<file path="src/rtl/gf180mcu_fd_sc_mcu9t5v0__nor_tree_pipe_if.sv">
// Bundle for the pipelined NOR/OR reduction tree.
// The master side produces operands and consumes results.
// The slave side is the reduction pipe.
// CNT and CNT_CLR exist only when GF180MCU_FD_SC_MCU9T5V0__NOR_TREE_CNT_EN is defined.
interface gf180mcu_fd_sc_mcu9t5v0__nor_tree_pipe_if #(
  parameter int WIDTH = 32
`ifdef GF180MCU_FD_SC_MCU9T5V0__NOR_TREE_CNT_EN
  , parameter int CNT_W = 16
`endif
);
  logic [WIDTH-1:0] A;        // operand vector
  logic             IVLD;     // A valid this cycle
  logic             IRDY;     // pipe accepts A this cycle
  logic             ZN;       // reduction result, 0 while OVLD=0
  logic             OVLD;     // ZN valid
  logic             ORDY;     // downstream takes ZN this cycle
`ifdef GF180MCU_FD_SC_MCU9T5V0__NOR_TREE_CNT_EN
  logic [CNT_W-1:0] CNT;      // count of delivered ZN==1 results
  logic             CNT_CLR;  // synchronous clear of CNT
`endif

  modport master (
    output A, IVLD, ORDY,
    input  IRDY, ZN, OVLD
`ifdef GF180MCU_FD_SC_MCU9T5V0__NOR_TREE_CNT_EN
    , output CNT_CLR
    , input  CNT
`endif
  );

  modport slave (
    input  A, IVLD, ORDY,
    output IRDY, ZN, OVLD
`ifdef GF180MCU_FD_SC_MCU9T5V0__NOR_TREE_CNT_EN
    , input  CNT_CLR
    , output CNT
`endif
  );
endinterface

</file>
<file path="src/rtl/gf180mcu_fd_sc_mcu9t5v0__nor_tree_pipe.sv">
// Pipelined WIDTH-input NOR (MODE=0) or OR (MODE=1) reduction with valid/ready flow control.
// A is zero-padded to a power of two, P = 2**clog2(WIDTH).
// The L = clog2(P) OR levels are spread over STAGES register stages, with K = ceil(L/STAGES) levels per stage.
// Latency is STAGES cycles and throughput is one result per cycle.
// IRDY is combinational from ORDY; there is no skid buffer.
// Optional hit counter: define GF180MCU_FD_SC_MCU9T5V0__NOR_TREE_CNT_EN to build CNT/CNT_CLR.
// Without that macro, CNT_W only feeds a parameter sanity check.
// The interface WIDTH/CNT_W must match the parameters given here.
module gf180mcu_fd_sc_mcu9t5v0__nor_tree_pipe #(
  parameter int WIDTH  = 32,
  parameter int STAGES = 2,
  parameter int MODE   = 0,
  parameter int CNT_W  = 16
) (
  input logic CLK,
  input logic RST,
  gf180mcu_fd_sc_mcu9t5v0__nor_tree_pipe_if.slave bus
);

  // Tree geometry: L levels over a P-wide padded operand.
  localparam int L     = $clog2(WIDTH);
  localparam int P     = 1 << L;
  localparam int STG_D = (STAGES < 1) ? 1 : STAGES;
  localparam int K     = (L + STG_D - 1) / STG_D;

  // Parameter sanity checks.
  // An illegal configuration stops at elaboration rather than building a broken tree.
  if (WIDTH < 2 || WIDTH > 256) begin : g_bad_width
    $error("nor_tree_pipe: WIDTH must be in 2..256");
  end
  if (STAGES < 1 || STAGES > L) begin : g_bad_stages
    $error("nor_tree_pipe: STAGES must be in 1..clog2(WIDTH)");
  end
  if (CNT_W < 1) begin : g_bad_cnt_w
    $error("nor_tree_pipe: CNT_W must be at least 1");
  end

  // Zero padding is neutral for OR, so the unused top bits never affect the result.
  logic [P-1:0] a_pad;

  // Zero-extend the operand into the power-of-two tree input.
  always_comb begin
    a_pad            = '0;
    a_pad[WIDTH-1:0] = bus.A;
  end

  // Per-stage logic.
  // Stage gi collapses tree levels [LO, HI).
  // Each registered bit is therefore the OR of a 2**(HI-LO)-bit group of its input.
  // Stages past the last level (HI == LO) simply re-register a single bit.
  for (genvar gi = 0; gi < STAGES; gi++) begin : g_stage
    localparam int LO    = (gi * K < L) ? gi * K : L;
    localparam int HI    = ((gi + 1) * K < L) ? (gi + 1) * K : L;
    localparam int IN_W  = P >> LO;
    localparam int OUT_W = P >> HI;
    localparam int GRP   = 1 << (HI - LO);

    logic [IN_W-1:0]  stage_in;
    logic [OUT_W-1:0] or_next;
    logic [OUT_W-1:0] data_reg;
    logic             vld_reg;
    logic             vld_in;
    logic             rdy;
    logic             rdy_down;

    // Source of this stage: the padded operand, or the previous stage's partial ORs.
    if (gi == 0) begin : g_src
      assign stage_in = a_pad;
      assign vld_in   = bus.IVLD;
    end else begin : g_src
      assign stage_in = g_stage[gi-1].data_reg;
      assign vld_in   = g_stage[gi-1].vld_reg;
    end

    // Ready from downstream: the next stage, or the output port for the last stage.
    if (gi == STAGES - 1) begin : g_dst
      assign rdy_down = bus.ORDY;
    end else begin : g_dst
      assign rdy_down = g_stage[gi+1].rdy;
    end

    // A stage can take new contents when it is empty or its contents move on this cycle.
    assign rdy = ~vld_reg | rdy_down;

    // Group ORs; each group is the balanced 2-input OR sub-tree of HI-LO levels.
    for (genvar gj = 0; gj < OUT_W; gj++) begin : g_or
      assign or_next[gj] = |stage_in[gj*GRP +: GRP];
    end

    // Stage register: load on rdy, otherwise hold both valid and data unchanged.
    always_ff @(posedge CLK or posedge RST) begin
      if (RST) begin
        vld_reg  <= 1'b0;
        data_reg <= '0;
      end else if (rdy) begin
        vld_reg  <= vld_in;
        data_reg <= or_next;
      end
    end
  end

  // Output side.
  logic or_final;
  logic out_vld;
  logic zn_val;

  assign or_final = g_stage[STAGES-1].data_reg[0];
  assign out_vld  = g_stage[STAGES-1].vld_reg;
  assign zn_val   = (MODE != 0) ? or_final : ~or_final;

  assign bus.OVLD = out_vld;
  // Force ZN low while no result is presented, so it is never driven from stale data.
  assign bus.ZN   = out_vld & zn_val;
  assign bus.IRDY = g_stage[0].rdy;

`ifdef GF180MCU_FD_SC_MCU9T5V0__NOR_TREE_CNT_EN
  logic [CNT_W-1:0] cnt_reg;
  logic             hit;

  // A hit is a delivered result (out transfer) whose ZN is 1.
  assign hit = out_vld & bus.ORDY & zn_val;

  // Saturating hit counter; a clear in the same cycle as a hit wins.
  always_ff @(posedge CLK or posedge RST) begin
    if (RST) begin
      cnt_reg <= '0;
    end else if (bus.CNT_CLR) begin
      cnt_reg <= '0;
    end else if (hit && (cnt_reg != {CNT_W{1'b1}})) begin
      cnt_reg <= cnt_reg + 1'b1;
    end
  end

  assign bus.CNT = cnt_reg;
`endif

endmodule

</file>
<file path="src/flat_wrapper.sv">
// flat-port wrapper written by rule: the top's interface ports become plain ports
module gf180mcu_fd_sc_mcu9t5v0__nor_tree_pipe_flat 
#(
  parameter int WIDTH  = 32,
  parameter int STAGES = 2,
  parameter int MODE   = 0,
  parameter int CNT_W  = 16
)
  (CLK, RST, bus_A, bus_IVLD, bus_ORDY, bus_IRDY, bus_ZN, bus_OVLD);
  gf180mcu_fd_sc_mcu9t5v0__nor_tree_pipe_if #(.WIDTH(WIDTH)) bus_i ();
  input logic CLK;
  input logic RST;
  input wire logic [$bits(bus_i.A)-1:0] bus_A;
  input wire logic [$bits(bus_i.IVLD)-1:0] bus_IVLD;
  input wire logic [$bits(bus_i.ORDY)-1:0] bus_ORDY;
  output wire logic [$bits(bus_i.IRDY)-1:0] bus_IRDY;
  output wire logic [$bits(bus_i.ZN)-1:0] bus_ZN;
  output wire logic [$bits(bus_i.OVLD)-1:0] bus_OVLD;
  assign bus_i.A = bus_A;
  assign bus_i.IVLD = bus_IVLD;
  assign bus_i.ORDY = bus_ORDY;
  assign bus_IRDY = bus_i.IRDY;
  assign bus_ZN = bus_i.ZN;
  assign bus_OVLD = bus_i.OVLD;
  gf180mcu_fd_sc_mcu9t5v0__nor_tree_pipe #(.WIDTH(WIDTH), .STAGES(STAGES), .MODE(MODE), .CNT_W(CNT_W)) u_core (.CLK(CLK), .RST(RST), .bus(bus_i));
endmodule
</file>
<file path="config.mk">
export PLATFORM = sky130hd
export DESIGN_NAME = gf180mcu_fd_sc_mcu9t5v0__nor_tree_pipe_flat
export DESIGN_NICKNAME = d
export VERILOG_FILES = /design/src/rtl/gf180mcu_fd_sc_mcu9t5v0__nor_tree_pipe_if.sv /design/src/rtl/gf180mcu_fd_sc_mcu9t5v0__nor_tree_pipe.sv /design/src/flat_wrapper.sv
export SDC_FILE = /design/constraint.sdc
export NUM_CORES = 1
export LEC_CHECK = 0
export BUFFER_PORTS_ARGS = -buffer_cell sky130_fd_sc_hd__buf_2
export CORE_AREA = 4 4 41 43
export CTS_CLUSTER_DIAMETER = 30
export DETAILED_ROUTE_END_ITERATION = 10
export DIE_AREA = 0 0 45 47
export PLACE_DENSITY = 0.7
export SYNTH_ARGS = -nofsm -noshare
export SYNTH_HDL_FRONTEND = slang
export SYNTH_SLANG_ARGS = --single-unit
</file>
<file path="constraint.sdc">
create_clock -name CLK -period 3.09 [get_ports CLK]
set_input_delay 0.618 -clock CLK [delete_from_list [all_inputs] [get_ports CLK]]
set_output_delay 0.618 -clock CLK [all_outputs]
set_load 0.005 [all_outputs]
</file>
==> results.json <==
{
  "status": "finished, final reports clean",
  "path_class": "in2out",
  "insertion_delay_ns": 0.25,
  "die_x_um": 45,
  "worst_pin_slew_ns": 0.274,
  "critPathMaxStageDelay_ns": 0.28,
  "min_path_type": "in2async",
  "drtPass1Iterations": 3,
  "via_per_inst": 4.76,
  "cts_tree": "done",
  "syn_area_sq_um": 352,
  "path_clk_slew_ns": 0.05,
  "antenna_left": 0,
  "cts_max_path_buffers": 2,
  "slew_viol_final": 0,
  "timing.critical_path.max_delay_family": "buffers and inverters",
  "dieArea_sq_mm": 0.00212,
  "r2r-end": "u_core.g_stage[1].data_reg$_DFFE_PP0P_",
  "synth_area_leader_cell": "dfrtp_1",
  "antenna_found_initial": 0,
  "cts_sinks": 7,
  "reg2reg_from": "u_core.g_stage[0].data_reg[2]$_DFFE_PP0P_",
  "holdWs_ns": 0.285,
  "yosys_warnings": 0,
  "fin_crit_ns": 1.85,
  "synth_top_area_share_pct": 49.8,
  "crit_fanout": 6,
  "gp_routability_congestion": 0.744,
  "ctsHoldBuffers": 0,
  "grt_start_max_net_pins": 9,
  "wl_per_cell_um": 11.5,
  "io_buffers": 38,
  "path_buf_inv": 2,
  "synth.yosys.seq_area_share_pct": 49.8,
  "synthCells": 31,
  "final_common_cell": "buf_2",
  "setup_viol": 0,
  "initial_core_util_pct": 27.0,
  "final_cell_mix": "38 x buf_2, 8 x nor4_1, 7 x dfrtp_1",
  "io_pins": 39,
  "crit_path_top_delay_cell": "nand3b_1",
  "cp.arrival_ns": 1.23,
  "slew_headroom_pct": 81.5,
  "post-route-util_pct": 45.1,
  "drive_above_1_share_pct": 58.9,
  "rsz0062_at_grt": "false",
  "syn-num-nets": 67,
  "required_ns": 2.47,
  "antennaDiodeCount": 0,
  "wirelength_mm": 1.01,
  "die_y_um": 47,
  "critPathLaunchType": "input pin",
  "post_cts_buffers": 0,
  "fin_crit_sh_pct": 59.8,
  "rows": 13,
  "grt_usage_pct": 10.8,
  "syn_avg_cell_area_sq_um": 11.3,
  "cp-end-kind": "output pin",
  "synth_seq_cells": 7,
  "grt_remaining_overflow": 0,
  "cp_num_cells": 3,
  "ir_worst_vdd_mv": 0.244,
  "fp.coreArea_sq_mm": 0.00130,
  "max_freq_ghz": 0.541,
  "route.detailed.drc": 0,
  "h-tree-depth": 1,
  "powerDensity_mw_per_mm2": 363,
  "r2r_setup_slack_ns": 1.82,
  "layout.nets": 110,
  "hold_violations": 0,
  "ys_types": 11,
  "p_leak_uw": 0.000277,
  "drv_cap": 0,
  "reg2reg_depth": 2,
  "cp_cell_sequence": "buf_2 > nand3b_1 > buf_2",
  "fillCellCount": 137,
  "cts_root_buf": "clkbuf_4",
  "worst_path_most_repeated_cell": "buf_2",
  "cts_buffers": 3,
  "largest_reg_flops": 5,
  "cts_resized": 0,
  "drtIter0Drc": 3,
  "grt_pass1_vias": 430,
  "setup_tns_ns": 0,
  "vias": 419,
  "area_growth_pct": 66.9,
  "ys_top_cells_by_area": "dfrtp_1 50%, nor4_1 14%, nor4bb_1 8.5%",
  "grt_pass1_wl_mm": 1.65,
  "skew_ns": 0.00476
}
-- layer usage --
| layer | vias to the layer above | global-route usage [%] | share of wire (%) |
|---|---|---|---|
| li1 | 212 | - | - |
| met3 | 0 | 5.75 | 10 |
| met5 | - | 0 | 0 |
| met4 | 0 | 0 | 0 |
| met1 | 190 | 10.7 | 33 |
| met2 | 17 | 21.2 | 57 |
-- cells by family (layout without fill, tap and decap cells) --
logic type,Yosys count,count (layout),share of synthesized area (%)
AOI/OAI and AO/OA,4,4,7.12
buffers and inverters,1,43,1.07
DFF,7,7,49.8
muxes,1,1,4.27
and+or+nand+nor,18,18,37.7
-- synth_stat cells (all sizes together) --
| library cell | n |
|---|---|
| nor4bb | 3 |
| and4bb | 1 |
| nand3b | 1 |
| nand2b | 3 |
| nor2b | 1 |
| mux2 | 1 |
| a31oi | 4 |
| or4 | 1 |
| dfrtp | 7 |
| inv | 1 |
| nor4 | 8 |
-- worst register-to-register path: stages (launching register included) --
cell and delay [ns]:
dfrtp_1 0.37, or4_1 0.52, mux2_4 0.26
-- through the flow --
stage	instance area, sq um	total power (uW)	instances	worst slack [ns]
after floorplan	352	108	31	1.63
after global placement	561	133	84	1.25
after detailed placement	561	134	84	1.23
after CTS	587	217	88	1.23
after global routing	587	232	88	1.20
final	587	213	88	1.24
-- power by group --
| part | internal, uW | leakage (uW) | total [uW] | switching [uW] |
|---|---|---|---|---|
| Combinational | 22.2 | 0.000197 | 35.0 | 12.8 |
| Sequential | 94.1 | 0.0000651 | 97.1 | 3.06 |
| Clock | 49.2 | 0.0000150 | 81.2 | 32.0 |
-- area by class of cell --
class	count	area [sq um]	area share (%)
clock buffer	4	26.3	4.48
inverter	1	3.75	0.640
timing repair buffer	38	190	32.4
tap	15	18.8	3.20
sequential	7	175	29.9
multi-input combinational	23	173	29.4
-- how the worst max path moves through the flow --
| stage | end | from |
|---|---|---|
| final | bus_IRDY | bus_ORDY |
| after global routing | bus_IRDY | bus_ORDY |
| after CTS | bus_IRDY | bus_ORDY |
| after detailed placement | bus_IRDY | bus_ORDY |
| after global placement | bus_IRDY | bus_ORDY |
| after floorplan | bus_IRDY | bus_ORDY |
(Power assumes the default switching activity.)
